--- config.mk ---
export PLATFORM = sky130hd
export DESIGN_NAME = alu_share_arb_flat
export DESIGN_NICKNAME = d
export VERILOG_FILES = /design/src/rtl/alu_share_arb_if.sv /design/src/rtl/alu_share_arb.sv /design/src/flat_wrapper.sv
export SDC_FILE = /design/constraint.sdc
export NUM_CORES = 1
export LEC_CHECK = 0
export ABC_AREA = 1
export BUFFER_PORTS_ARGS = -buffer_cell sky130_fd_sc_hd__buf_4
export CAP_MARGIN = 20
export CORE_MARGIN = 10
export CORE_UTILIZATION = 45
export DETAILED_ROUTE_END_ITERATION = 16
export GPL_ROUTABILITY_DRIVEN = 0
export PLACE_DENSITY = 0.81
export SYNTH_ARGS = -nofsm -noshare
export SYNTH_HDL_FRONTEND = slang
export SYNTH_SLANG_ARGS = --single-unit
--- constraint.sdc ---
create_clock -name i_clk -period 1.6 [get_ports i_clk]
set_clock_uncertainty 0.15 [all_clocks]
set_input_delay 0.08 -clock i_clk [delete_from_list [all_inputs] [get_ports i_clk]]
set_output_delay 0.08 -clock i_clk [all_outputs]
set_load 0.02 [all_outputs]
--- src/rtl/alu_share_arb_if.sv ---
// Requester and ALU-side signal bundle for the shared ALU arbiter.
// master = requesters plus ALU model; slave = arbiter/sequencer.
interface alu_share_arb_if #(
  parameter int DATA_WIDTH = 8,
  parameter int NUM_REQ    = 4
);
  logic [NUM_REQ-1:0]            req;
  logic [NUM_REQ-1:0]            req_opcode;
  logic [NUM_REQ*DATA_WIDTH-1:0] req_data_a;
  logic [NUM_REQ*DATA_WIDTH-1:0] req_data_b;
  logic [NUM_REQ-1:0]            gnt;
  logic [NUM_REQ-1:0]            rsp_valid;
  logic [DATA_WIDTH-1:0]         rsp_result;
  logic                          rsp_overflow;
  logic                          rsp_timeout;
  logic                          busy;
  logic                          alu_reset_n;
  logic                          alu_opcode_valid;
  logic                          alu_opcode;
  logic [DATA_WIDTH-1:0]         alu_data;
  logic                          alu_done;
  logic [DATA_WIDTH-1:0]         alu_result;
  logic                          alu_overflow;

  modport master (
    output req, req_opcode, req_data_a, req_data_b, alu_done, alu_result, alu_overflow,
    input  gnt, rsp_valid, rsp_result, rsp_overflow, rsp_timeout, busy,
           alu_reset_n, alu_opcode_valid, alu_opcode, alu_data
  );

  modport slave (
    input  req, req_opcode, req_data_a, req_data_b, alu_done, alu_result, alu_overflow,
    output gnt, rsp_valid, rsp_result, rsp_overflow, rsp_timeout, busy,
           alu_reset_n, alu_opcode_valid, alu_opcode, alu_data
  );
endinterface

--- src/rtl/alu_share_arb.sv ---
// Round-robin share of one ALU: gnt, A beat, B beat, wait for done (timeout), response; >=5 cycles gnt-to-gnt.
// One transaction in flight; requesters hold req until gnt, a timeout resets the ALU for RECOVER_CYC cycles.
module alu_share_arb #(
  parameter int DATA_WIDTH  = 8,
  parameter int NUM_REQ     = 4,
  parameter int TIMEOUT     = 16,
  parameter int RECOVER_CYC = 2
) (
  input logic            i_clk,
  input logic            i_reset,
  alu_share_arb_if.slave bus
);

  localparam int PTR_W   = (NUM_REQ > 1) ? $clog2(NUM_REQ) : 1;
  localparam int CNT_MAX = (TIMEOUT > RECOVER_CYC) ? TIMEOUT : RECOVER_CYC;
  localparam int CNT_W   = $clog2(CNT_MAX) + 1;

  typedef enum logic [2:0] {
    S_IDLE, S_LOAD_A, S_LOAD_B, S_WAIT, S_RESP, S_RECOVER
  } state_t;

  state_t                r_state, w_state_nxt;
  logic [PTR_W-1:0]      r_rr_ptr, w_rr_ptr_nxt;
  logic [CNT_W-1:0]      r_cnt, w_cnt_nxt;
  logic [DATA_WIDTH-1:0] r_op_b, w_op_b_nxt;
  logic [NUM_REQ-1:0]    r_win_oh, w_win_oh_nxt;

  logic [NUM_REQ-1:0]    r_gnt, w_gnt_nxt;
  logic [NUM_REQ-1:0]    r_rsp_valid, w_rsp_valid_nxt;
  logic [DATA_WIDTH-1:0] r_rsp_result, w_rsp_result_nxt;
  logic                  r_rsp_overflow, w_rsp_overflow_nxt;
  logic                  r_rsp_timeout, w_rsp_timeout_nxt;
  logic                  r_busy, w_busy_nxt;
  logic                  r_alu_reset_n, w_alu_reset_n_nxt;
  logic                  r_alu_opcode_valid, w_alu_opcode_valid_nxt;
  logic                  r_alu_opcode, w_alu_opcode_nxt;
  logic [DATA_WIDTH-1:0] r_alu_data, w_alu_data_nxt;

  logic                  w_win_found;
  logic [NUM_REQ-1:0]    w_win_oh;
  logic [PTR_W-1:0]      w_win_ptr_nxt;
  logic                  w_win_op;
  logic [DATA_WIDTH-1:0] w_win_a;
  logic [DATA_WIDTH-1:0] w_win_b;

  // Pass 0 scans rr_ptr..NUM_REQ-1, pass 1 wraps to 0..rr_ptr-1.
  always_comb begin
    w_win_found   = 1'b0;
    w_win_oh      = '0;
    w_win_ptr_nxt = '0;
    w_win_op      = 1'b0;
    w_win_a       = '0;
    w_win_b       = '0;
    for (int p = 0; p < 2; p++) begin
      for (int i = 0; i < NUM_REQ; i++) begin
        if (!w_win_found && bus.req[i] && ((p == 0) == (i >= int'(r_rr_ptr)))) begin
          w_win_found   = 1'b1;
          w_win_oh[i]   = 1'b1;
          w_win_ptr_nxt = (i == NUM_REQ - 1) ? '0 : PTR_W'(i + 1);
          w_win_op      = bus.req_opcode[i];
          w_win_a       = bus.req_data_a[i*DATA_WIDTH +: DATA_WIDTH];
          w_win_b       = bus.req_data_b[i*DATA_WIDTH +: DATA_WIDTH];
        end
      end
    end
  end

  // Output registers are loaded on the transition into each state, so they line up with it.
  always_comb begin
    w_state_nxt            = r_state;
    w_rr_ptr_nxt           = r_rr_ptr;
    w_cnt_nxt              = r_cnt;
    w_op_b_nxt             = r_op_b;
    w_win_oh_nxt           = r_win_oh;
    w_gnt_nxt              = '0;
    w_rsp_valid_nxt        = '0;
    w_rsp_result_nxt       = '0;
    w_rsp_overflow_nxt     = 1'b0;
    w_rsp_timeout_nxt      = 1'b0;
    w_alu_reset_n_nxt      = 1'b1;
    w_alu_opcode_valid_nxt = 1'b0;
    w_alu_opcode_nxt       = 1'b0;
    w_alu_data_nxt         = '0;
    case (r_state)
      S_IDLE: begin
        if (w_win_found) begin
          w_gnt_nxt              = w_win_oh;
          w_win_oh_nxt           = w_win_oh;
          w_rr_ptr_nxt           = w_win_ptr_nxt;
          w_op_b_nxt             = w_win_b;
          w_alu_opcode_valid_nxt = 1'b1;
          w_alu_opcode_nxt       = w_win_op;
          w_alu_data_nxt         = w_win_a;
          w_state_nxt            = S_LOAD_A;
        end
      end
      S_LOAD_A: begin
        w_alu_data_nxt = r_op_b;
        w_state_nxt    = S_LOAD_B;
      end
      S_LOAD_B: begin
        w_cnt_nxt   = '0;
        w_state_nxt = S_WAIT;
      end
      S_WAIT: begin
        w_cnt_nxt = r_cnt + CNT_W'(1);
        if (bus.alu_done) begin
          w_rsp_valid_nxt    = r_win_oh;
          w_rsp_result_nxt   = bus.alu_result;
          w_rsp_overflow_nxt = bus.alu_overflow;
          w_state_nxt        = S_RESP;
        end else if (r_cnt == CNT_W'(TIMEOUT - 1)) begin
          w_rsp_valid_nxt   = r_win_oh;
          w_rsp_timeout_nxt = 1'b1;
          w_state_nxt       = S_RESP;
        end
      end
      S_RESP: begin
        if (r_rsp_timeout) begin
          w_cnt_nxt         = '0;
          w_alu_reset_n_nxt = 1'b0;
          w_state_nxt       = S_RECOVER;
        end else begin
          w_state_nxt = S_IDLE;
        end
      end
      S_RECOVER: begin
        w_cnt_nxt = r_cnt + CNT_W'(1);
        if (r_cnt == CNT_W'(RECOVER_CYC - 1)) begin
          w_state_nxt = S_IDLE;
        end else begin
          w_alu_reset_n_nxt = 1'b0;
        end
      end
      default: w_state_nxt = S_IDLE;
    endcase
    w_busy_nxt = (w_state_nxt != S_IDLE);
  end

  always_ff @(posedge i_clk) begin
    if (i_reset) begin
      r_state            <= S_IDLE;
      r_rr_ptr           <= '0;
      r_cnt              <= '0;
      r_op_b             <= '0;
      r_win_oh           <= '0;
      r_gnt              <= '0;
      r_rsp_valid        <= '0;
      r_rsp_result       <= '0;
      r_rsp_overflow     <= 1'b0;
      r_rsp_timeout      <= 1'b0;
      r_busy             <= 1'b0;
      r_alu_reset_n      <= 1'b0;
      r_alu_opcode_valid <= 1'b0;
      r_alu_opcode       <= 1'b0;
      r_alu_data         <= '0;
    end else begin
      r_state            <= w_state_nxt;
      r_rr_ptr           <= w_rr_ptr_nxt;
      r_cnt              <= w_cnt_nxt;
      r_op_b             <= w_op_b_nxt;
      r_win_oh           <= w_win_oh_nxt;
      r_gnt              <= w_gnt_nxt;
      r_rsp_valid        <= w_rsp_valid_nxt;
      r_rsp_result       <= w_rsp_result_nxt;
      r_rsp_overflow     <= w_rsp_overflow_nxt;
      r_rsp_timeout      <= w_rsp_timeout_nxt;
      r_busy             <= w_busy_nxt;
      r_alu_reset_n      <= w_alu_reset_n_nxt;
      r_alu_opcode_valid <= w_alu_opcode_valid_nxt;
      r_alu_opcode       <= w_alu_opcode_nxt;
      r_alu_data         <= w_alu_data_nxt;
    end
  end

  assign bus.gnt              = r_gnt;
  assign bus.rsp_valid        = r_rsp_valid;
  assign bus.rsp_result       = r_rsp_result;
  assign bus.rsp_overflow     = r_rsp_overflow;
  assign bus.rsp_timeout      = r_rsp_timeout;
  assign bus.busy             = r_busy;
  assign bus.alu_reset_n      = r_alu_reset_n;
  assign bus.alu_opcode_valid = r_alu_opcode_valid;
  assign bus.alu_opcode       = r_alu_opcode;
  assign bus.alu_data         = r_alu_data;

endmodule

--- src/flat_wrapper.sv ---
// flat-port wrapper written by rule: the top's interface ports become plain ports
module alu_share_arb_flat 
#(
  parameter int DATA_WIDTH  = 8,
  parameter int NUM_REQ     = 4,
  parameter int TIMEOUT     = 16,
  parameter int RECOVER_CYC = 2
)
  (i_clk, i_reset, bus_req, bus_req_opcode, bus_req_data_a, bus_req_data_b, bus_alu_done, bus_alu_result, bus_alu_overflow, bus_gnt, bus_rsp_valid, bus_rsp_result, bus_rsp_overflow, bus_rsp_timeout, bus_busy, bus_alu_reset_n, bus_alu_opcode_valid, bus_alu_opcode, bus_alu_data);
  alu_share_arb_if #(.DATA_WIDTH(DATA_WIDTH), .NUM_REQ(NUM_REQ)) bus_i ();
  input logic i_clk;
  input logic i_reset;
  input wire logic [$bits(bus_i.req)-1:0] bus_req;
  input wire logic [$bits(bus_i.req_opcode)-1:0] bus_req_opcode;
  input wire logic [$bits(bus_i.req_data_a)-1:0] bus_req_data_a;
  input wire logic [$bits(bus_i.req_data_b)-1:0] bus_req_data_b;
  input wire logic [$bits(bus_i.alu_done)-1:0] bus_alu_done;
  input wire logic [$bits(bus_i.alu_result)-1:0] bus_alu_result;
  input wire logic [$bits(bus_i.alu_overflow)-1:0] bus_alu_overflow;
  output wire logic [$bits(bus_i.gnt)-1:0] bus_gnt;
  output wire logic [$bits(bus_i.rsp_valid)-1:0] bus_rsp_valid;
  output wire logic [$bits(bus_i.rsp_result)-1:0] bus_rsp_result;
  output wire logic [$bits(bus_i.rsp_overflow)-1:0] bus_rsp_overflow;
  output wire logic [$bits(bus_i.rsp_timeout)-1:0] bus_rsp_timeout;
  output wire logic [$bits(bus_i.busy)-1:0] bus_busy;
  output wire logic [$bits(bus_i.alu_reset_n)-1:0] bus_alu_reset_n;
  output wire logic [$bits(bus_i.alu_opcode_valid)-1:0] bus_alu_opcode_valid;
  output wire logic [$bits(bus_i.alu_opcode)-1:0] bus_alu_opcode;
  output wire logic [$bits(bus_i.alu_data)-1:0] bus_alu_data;
  assign bus_i.req = bus_req;
  assign bus_i.req_opcode = bus_req_opcode;
  assign bus_i.req_data_a = bus_req_data_a;
  assign bus_i.req_data_b = bus_req_data_b;
  assign bus_i.alu_done = bus_alu_done;
  assign bus_i.alu_result = bus_alu_result;
  assign bus_i.alu_overflow = bus_alu_overflow;
  assign bus_gnt = bus_i.gnt;
  assign bus_rsp_valid = bus_i.rsp_valid;
  assign bus_rsp_result = bus_i.rsp_result;
  assign bus_rsp_overflow = bus_i.rsp_overflow;
  assign bus_rsp_timeout = bus_i.rsp_timeout;
  assign bus_busy = bus_i.busy;
  assign bus_alu_reset_n = bus_i.alu_reset_n;
  assign bus_alu_opcode_valid = bus_i.alu_opcode_valid;
  assign bus_alu_opcode = bus_i.alu_opcode;
  assign bus_alu_data = bus_i.alu_data;
  alu_share_arb #(.DATA_WIDTH(DATA_WIDTH), .NUM_REQ(NUM_REQ), .TIMEOUT(TIMEOUT), .RECOVER_CYC(RECOVER_CYC)) u_core (.i_clk(i_clk), .i_reset(i_reset), .bus(bus_i));
endmodule
==> impl_results.md, run 1 <==
- WP data arrival: 1.86 ns
- Initial drt markers: 419
- Crit path capture type: flop
- Worst stage delay on the critical path: ~0.39 ns
- Setup TNS: -2.60 ns
- Setup violations, final: 30
- Io pins: 114
- Crit path max fanout: 5
- Post-synth EDFFs: 0
- RSZ-0062 raised after global routing: yes
- # nets final: ~740
- Final Power: 4.54 mW
- CTS clk-pin slew, worst paths: approximately 0.09 ns
- Vias after detailed routing: approximately 4000
- TritonCTS Buffers: 5
- Global-route wire length before repair: 17500 µm
- Synth Register Bits: 52
- Area delta synth->final: 58.6%
- Final period util: 1.11
- Final ANT Viol Nets: 0
- Synth Flop Type: dfxtp_1
- P_leak: 2.47 nW
- Die H: 102 µm
- Violated checks: negative hold slack, negative setup slack
- Routed vias/inst: 5.47
- Htree depth: 2
- Largest net degree at the start of global routing: 17
- Slew headroom: 0.778
- Maximum VDD drop: a little over 500 µV
- CTS tree: built
- Worst r2r src: u_core.r_rr_ptr[1]
- Crit path launch: u_core.r_rr_ptr[1]
- Port Buffers: 113
- Maximum clock frequency: 0.563 GHz
- Synth Net Count: between 500 and 600
- Per-cell routed wire length: ~17 µm
- FILL cells: 463
- Power per cell area: 937 mW/mm²
- Total GRT Usage: 0.203
- DRT Pass-1 Iters: 5
- Area leader, netlist: dfxtp_1
- Fin cells: 728
- Min Tclk post-route: 1.78 ns
- CTS root buffer: clkbuf_8
- CP dominant cell by count: nor2_1
- Insertion delay to the later sink of the worst-skew pair: 0.30 ns
- Top cell type's share of synthesized area: 0.341
- Worst Setup Slack, final: -0.177 ns
- Max-cap violations: 0
- Post-synthesis sequential area ratio: 0.341
- CTS Buffer Depth: 2
- DRC Markers: 0
- Critical-path top delay cell: dfxtp_4
- Total Wirelength: 12200 µm
- Worst path bufs/invs: 2
- Hold WS: -0.00227 ns
- Placed cell areas: 0.00418 mm²
- Antenna violations before repair: 0
- Antenna cells: 0
- Placed Cells: 691
- Cell Chain, Critical Path: inv_2, nand2_4, nand4_1, nor2_2, nand2_2, buf_4, nor2_1, nor2_1, a21oi_1
- Total die area: between 0.01 and 0.015 mm²
- Cells after Synth: 484
- Worst-Margin Slew: 0.330 ns
- Initial Util: 0.473
- CP Class: reg2reg
- Post-synthesis instance area: 0.00306 mm²
- Fin area: 0.00485 mm²
- Die width: 102 µm
- Vias in the first global route: roughly 3700
- Final HPWL DP: 8420 µm
- Synthesis warning total: 0
- Largest cells by area after synthesis: dfxtp_1 (34%), nand2_1 (12%), nor2_1 (12%)
- Cell variety after synth: 32
- Grt total ovfl: 0
- Worst setup SP type: flop
- Layout cells sized above 1: 0.378
- # rows: 29
- Worst endpoint required time: 1.68 ns
- Avg Cell Area, Syn: 6.31 µm²
- Status: finished, violations left
- Pins Over Slew Limit: 0
- Sink Count: 52
- Fin. Hold Viols: 1
- Family with the most delay on the worst path: simple AND/OR/NAND/NOR gates
- Hold Crit Class: in2reg
- Hold Crit Start: bus_req_opcode[0]
- Fraction of registers with async set/reset: 0
- Core Area: 0.00646 mm²
==> cell usage after synthesis, types with 2 or more instances <==
library cell	n
o21ai_0	12
clkbuf_1	2
nand4_1	26
ha_1	3
nand2_4	3
dfxtp_1	52
nor2_1	96
a211oi_1	2
o22ai_1	3
inv_2	6
buf_6	4
a21oi_1	43
nand2_1	100
buf_2	5
nand3_4	2
nor3_1	8
o21ai_1	3
nand3_1	20
inv_1	76
buf_4	3
nand2_2	3
nand3_2	2
==> path summary, 6_finish.rpt <==
| check | depth (start not counted) | slack [ns] | end |
|---|---|---|---|
| max | 9 | -0.18 | u_core.r_op_b[0] |
| min | 5 | -0.002 | u_core.bus.alu_opcode |
| max reg2reg | 9 | -0.18 | u_core.r_op_b[0] |
| min reg2reg | 2 | 0.31 | u_core.r_op_b[5] |
==> where the power goes <==
| group | internal [mW] | leakage (nW) | switching (mW) | total, mW |
|---|---|---|---|---|
| registers | 1.48 | 0.428 | 0.119 | 1.60 |
| logic | 0.887 | 1.98 | 1.16 | 2.04 |
| clock network | 0.473 | 0.0558 | 0.426 | 0.899 |
| total | 2.84 | 2.47 | 1.70 | 4.54 |
==> metal layers <==
| layer | wire [µm] | global-route usage |
|---|---|---|
| met5 | 0 | 0 |
| met4 | 430 | 0.0542 |
| met3 | 1170 | 0.0452 |
| met2 | 6070 | 0.375 |
| met1 | 4480 | 0.229 |
==> through the flow <==
stage / util / worst slack [ns]
2_1_floorplan: - / 0.0101
3_3_place_gp: 0.647 / -0.0643
3_5_place_dp: 0.647 / -0.142
4_1_cts: 0.718 / -0.0714
5_1_grt: 0.750 / -0.227
6_report: 0.750 / -0.177
==> kinds of logic after synthesis <==
family | count (synthesis) | share of synthesized area
simple gates | 266 | 0.400
buf+inv | 98 | 0.136
compound gates | 65 | 0.111
flops | 52 | 0.341
fa+ha+maj | 3 | 0.0123
==> tightest hold or removal path: stages <==
cell,delay [ns]
buf_4,0.09
nand2_1,0.05
nand3_1,0.06
nor2_1,0.04
a21oi_1,0.10
==> placed cells by master, fill, tap and decap left out, drive strengths merged, types with 15 or more instances in the layout <==
cell type    netlist  routed
buf               13     152
nand2            106     107
nor2              98      98
inv               82      82
dfxtp             52      52
a21oi             43      43
nand4             27      27
nand3             24      24
dlygate4sd3        0      21
o21ai             15      15
==> repair_timing <==
| action | in CTS | in global routing |
|---|---|---|
| resized for setup | 36 | 54 |
| cloned | 0 | 2 |
| setup buffers | 5 | 1 |
| endpoints found under the hold margin | 27 | 0 |
| pin swaps | 5 | 5 |
| setup endpoints to repair | 35 | 47 |
| hold buffers | 21 | 0 |
==> flip-flops by register name, summed over array words and instances (netlist names) <==
| name | count |
|---|---|
| u_core.bus.rsp_valid | 4 |
| u_core.r_cnt | 5 |
| u_core.r_win_oh | 4 |
| u_core.r_state | 3 |
| u_core.bus.busy | 1 |
| u_core.bus.rsp_timeout | 1 |
| u_core.bus.alu_data | 8 |
| u_core.r_op_b | 8 |
| u_core.bus.alu_opcode | 1 |
| u_core.bus.rsp_result | 8 |
| u_core.r_rr_ptr | 2 |
| u_core.bus.alu_reset_n | 1 |
| u_core.bus.alu_opcode_valid | 1 |
| u_core.bus.rsp_overflow | 1 |
| u_core.bus.gnt | 4 |
==> layout make-up <==
cell class	count	area, µm²	share of cell area
Multi-Input combinational cell	335	1850	0.382
Clock inverter	2	38.8	0.00800
Inverter	83	324	0.0669
Tap cell	77	96.3	0.0199
Clock buffer	6	72.6	0.0150
Sequential cell	52	1050	0.217
Timing Repair Buffer	173	1410	0.291
Power figures use the tool's default switching activity.
==> run 2: changes to the inputs <==
--- a/config.mk
+++ b/config.mk
@@ -5,14 +5,13 @@
 export SDC_FILE = /design/constraint.sdc
 export NUM_CORES = 1
 export LEC_CHECK = 0
-export ABC_AREA = 1
-export BUFFER_PORTS_ARGS = -buffer_cell sky130_fd_sc_hd__buf_4
 export CAP_MARGIN = 20
 export CORE_MARGIN = 10
-export CORE_UTILIZATION = 45
+export CORE_UTILIZATION = 50
 export DETAILED_ROUTE_END_ITERATION = 16
+export DONT_BUFFER_PORTS = 1
 export GPL_ROUTABILITY_DRIVEN = 0
-export PLACE_DENSITY = 0.81
+export PLACE_DENSITY = 0.72
 export SYNTH_ARGS = -nofsm -noshare
 export SYNTH_HDL_FRONTEND = slang
 export SYNTH_SLANG_ARGS = --single-unit
==> run 2 against run 1 <==
The flow still finishes with violations (negative hold slack, negative setup slack). Via count increased by 1.3%. Count of clock-buffer cells in the layout unchanged. Combinational power is 5% higher.
==> impl_results.md, run 2 <==
- Initial Util: 0.515 (+0.0416)
- WP data arrival: 1.95 ns (+0.09 ns)
- Commonest non-fill, non-tap cells in the layout: dlygate4sd3_1 (82), buf_4 (60), dfxtp_1 (45)
- CTS tree: built
- Flop2flop setup slack: -0.28 ns (-0.11 ns)
- Commonest non-fill, non-tap cell in the layout: dlygate4sd3_1
- Cell Chain, Critical Path: nand2b_4, buf_4, buf_12, a31oi_1, o22ai_1, a221oi_2, o41ai_2
- Power per cell area: 890 mW/mm² (-5.0%)
- Vias after detailed routing: 4035 (+1.3%)
- P_leak: 2.09 nW (-15%)
- Sink Count: 52 (unchanged)
- Top cell type's share of synthesized area: 0.344 (+0.00296)
- Setup violations, final: 29 (-3.3%)
- Cells after Synth: 355 (-27%)
- DRC Markers: 0 (unchanged)
- Most frequent cell after synthesis: dfxtp_1
- Post-synthesis sequential area ratio: 0.344 (+0.00296)
- Initial drt markers: 505 (+21%)
- Hold Crit Class: in2reg
- Hold depth: 1 (-4)
- Worst path bufs/invs: 2 (unchanged)
- R2R Path End: u_core.bus.alu_data[5]
- Min Tclk post-route: 1.88 ns (+0.107 ns)
- CTS clk-pin slew, worst paths: 0.11 ns (+0.02 ns)
- Internal: 2.86 mW (+0.64%)
- Insertion delay to the later sink of the worst-skew pair: 0.32 ns (+0.02 ns)
- Worst endpoint required time: 1.66 ns (-0.02 ns)
- Final HPWL DP: 7900 µm (-6.2%)
- Final period util: 1.18 (+0.0672)
- FILL cells: 240 (-48%)
- Multi-input logic area: 0.00234 mm² (+26%)
- Core Util, Final: 0.886 (+0.136)
- Synthesis warning total: 0 (unchanged)
- Worst-case reg-to-reg path depth: 7 (-2)
- Post-synthesis instance area: 0.00303 mm² (-0.86%)
- Family with the most delay on the worst path: compound AO/OA/AOI/OAI gates
- Grt total ovfl: 0 (unchanged)
- Worst stage delay on the critical path: 0.39 ns (about the same)
- Worst-Margin Slew: 0.372 ns (+0.0422 ns)
- Maximum VDD drop: 662 µV (+29%)
- Flip-flop and latch area: 0.00106 mm² (+0.48%)
- Largest net degree at the start of global routing: 23 (+6)
- Global-route wire length before repair: 20400 µm (+17%)
- Total die area: 0.00957 mm² (-8.7%)
- Core Area: 0.00589 mm² (-8.9%)
- Antenna violations before repair: 1 (+1)
- Status: finished, violations left
- Cell variety after synth: 60 (+88%)
- Hold Path Sink: u_core.r_state[2]
- Synth Flop Type: dfxtp_1
- Total GRT Usage: 0.256 (+0.0530)
- Worst setup SP type: flop
- Final ANT Viol Nets: 0 (unchanged)
- DRT Pass-1 Iters: 5 (unchanged)
- Fraction of registers with async set/reset: 0 (unchanged)
- Max-cap violations: 0 (unchanged)
- Sw Share: 0.385 (+0.0102)
- Crit path capture type: flop
- TritonCTS Buffers: 5 (unchanged)
- Synth Register Bits: 52 (unchanged)
- Total Wirelength: 16200 µm (+33%)
- Violated checks: negative hold slack, negative setup slack
- CTS Buffer Depth: 2 (unchanged)
- Synth Net Count: 442 (-23%)
- RSZ-0062 raised after global routing: yes
- Die H: 97.8 µm (-4.5%)
- Top post-synthesis cells by count: dfxtp_1 (52), nor2_1 (35), a21oi_1 (24)
- Combinational share of power: 0.461 (+0.011)
- Slew headroom: 0.751 (-0.0269)
- Per-cell routed wire length: 27.8 µm (+67%)
- Largest cells by area after synthesis: dfxtp_1 (34%), o41ai_2 (4.8%), a22o_1 (4.3%)
- Worst r2r src: u_core.r_rr_ptr[0]
- Switching power: 1.79 mW (+5.1%)
- Final Power: 4.64 mW (+2.3%)
- Post-CTS Hold Buffers: 82 (+290%)
- # rows: 28 (-3.4%)
- Pre-CTS setup slack: -0.216 ns (-0.0743 ns)
- Layout cells sized above 1: 0.382 (+0.00430)
- Area leader, netlist: dfxtp_1
- CP Class: reg2reg
- Die width: 97.8 µm (-4.5%)
- Hold Crit Start: i_reset
- Post-synth EDFFs: 0 (unchanged)
- Maximum clock frequency: 0.531 GHz (-5.7%)
- Power share of the sequential group: 0.364 (+0.012)
- Avg Cell Area, Syn: 8.53 µm² (+35%)
- Hold WS: -0.337 ns (-0.335 ns)
- Vias in the first global route: 3924 (+4.9%)
- Critical-path top delay cell: dfxtp_4
- Io pins: 114 (unchanged)
- # nets final: 591 (-20%)
- Fin. Hold Viols: 20 (+19)
- Clock power share: 0.175 (-0.023)
- Pins Over Slew Limit: 0 (unchanged)
- Htree depth: 2 (unchanged)
- Worst Setup Slack, final: -0.285 ns (-0.107 ns)
- Routed vias/inst: 6.94 (+27%)
- Port Buffers: 0 (-100%)
- Crit path max fanout: 7 (+2)
- Area delta synth->final: 72.2%
- CTS root buffer: clkbuf_8
run 2: changes by cell type after synthesis, moves of 12 or more:
| cell | change |
|---|---|
| nand2_1 | -80 |
| a21oi_1 | -19 |
| o22ai_1 | +12 |
| and2_1 | +15 |
| inv_1 | -71 |
| a221oi_1 | +12 |
| nand4_1 | -24 |
| nor2_1 | -61 |
| nand2b_1 | +14 |
| a22o_1 | +15 |
run 2: logic make-up (layout without fill, tap and decap cells):
group           Yosys count  count (layout)  share of synthesized area
simple gates            138             140                      0.259
compound gates          123             123                      0.319
flops                    52              52                      0.344
buf+inv                  35             183                     0.0545
fa+ha+maj                 3               3                     0.0124
xor+xnor                  3               3                    0.00868
mux                       1               1                    0.00330
other cells               0               1                          0
run 2: repair_timing:
item                                    CTS  global route
gates cloned                              1             1
gates resized for setup                  31            82
endpoints found under the setup margin   32            48
buffers inserted                         12            12
hold endpoints to repair                 44            21
pin swaps                                16            44
run 2: how the worst max path moves through the flow:
| stage | from | end | slack [ns] | depth (start not counted) |
|---|---|---|---|---|
| 6_report | u_core.r_rr_ptr[0] | u_core.bus.alu_data[5] | -0.28 | 7 |
| 5_1_grt | u_core.r_rr_ptr[0] | u_core.bus.alu_data[5] | -0.32 | 7 |
| 4_1_cts | u_core.r_state[0] | u_core.bus.alu_data[3] | -0.11 | 6 |
| 3_5_place_dp | u_core.r_rr_ptr[0] | u_core.r_op_b[2] | -0.22 | 5 |
| 3_3_place_gp | u_core.r_rr_ptr[0] | u_core.r_op_b[2] | -0.11 | 5 |
| 2_1_floorplan | u_core.r_rr_ptr[1] | u_core.bus.alu_data[0] | -0.21 | 8 |
run 2: area by class of cell:
class	count	share of cell area
inverter	6	0.00576
antenna	1	0.000480
sequential	52	0.203
tap	75	0.0180
multi-input combinational	270	0.448
timing repair buffer	169	0.308
clock buffer	6	0.0139
clock inverter	2	0.00312
run 2: routing by layer:
metal  vias up  GRT usage  routed length (µm)
met1      1886      0.272                5370
li1       1648          -                   -
met5         -          0                   0
met2       381      0.439                7630
met3       120     0.0902                2070
met4         0      0.132                1100
run 2: power by group through the flow:
stage	logic, mW	clock network [mW]	registers (mW)
2_1_floorplan	0.909	0	1.62
3_3_place_gp	1.27	0	1.68
3_5_place_dp	1.29	0	1.68
4_1_cts	1.65	0.790	1.66
5_1_grt	2.23	0.861	1.70
6_report	2.14	0.813	1.69
run 2: per-stage QoR:
step | std cells | TNS (ns) | cell area, µm²
final | 581 | -3.18 | 5220
after global routing | 581 | -4.56 | 5220
after CTS | 568 | -1.73 | 4740
after detailed placement | 465 | -2.50 | 3620
after global placement | 465 | -1.53 | 3620
after floorplan | 355 | -2.54 | 3210
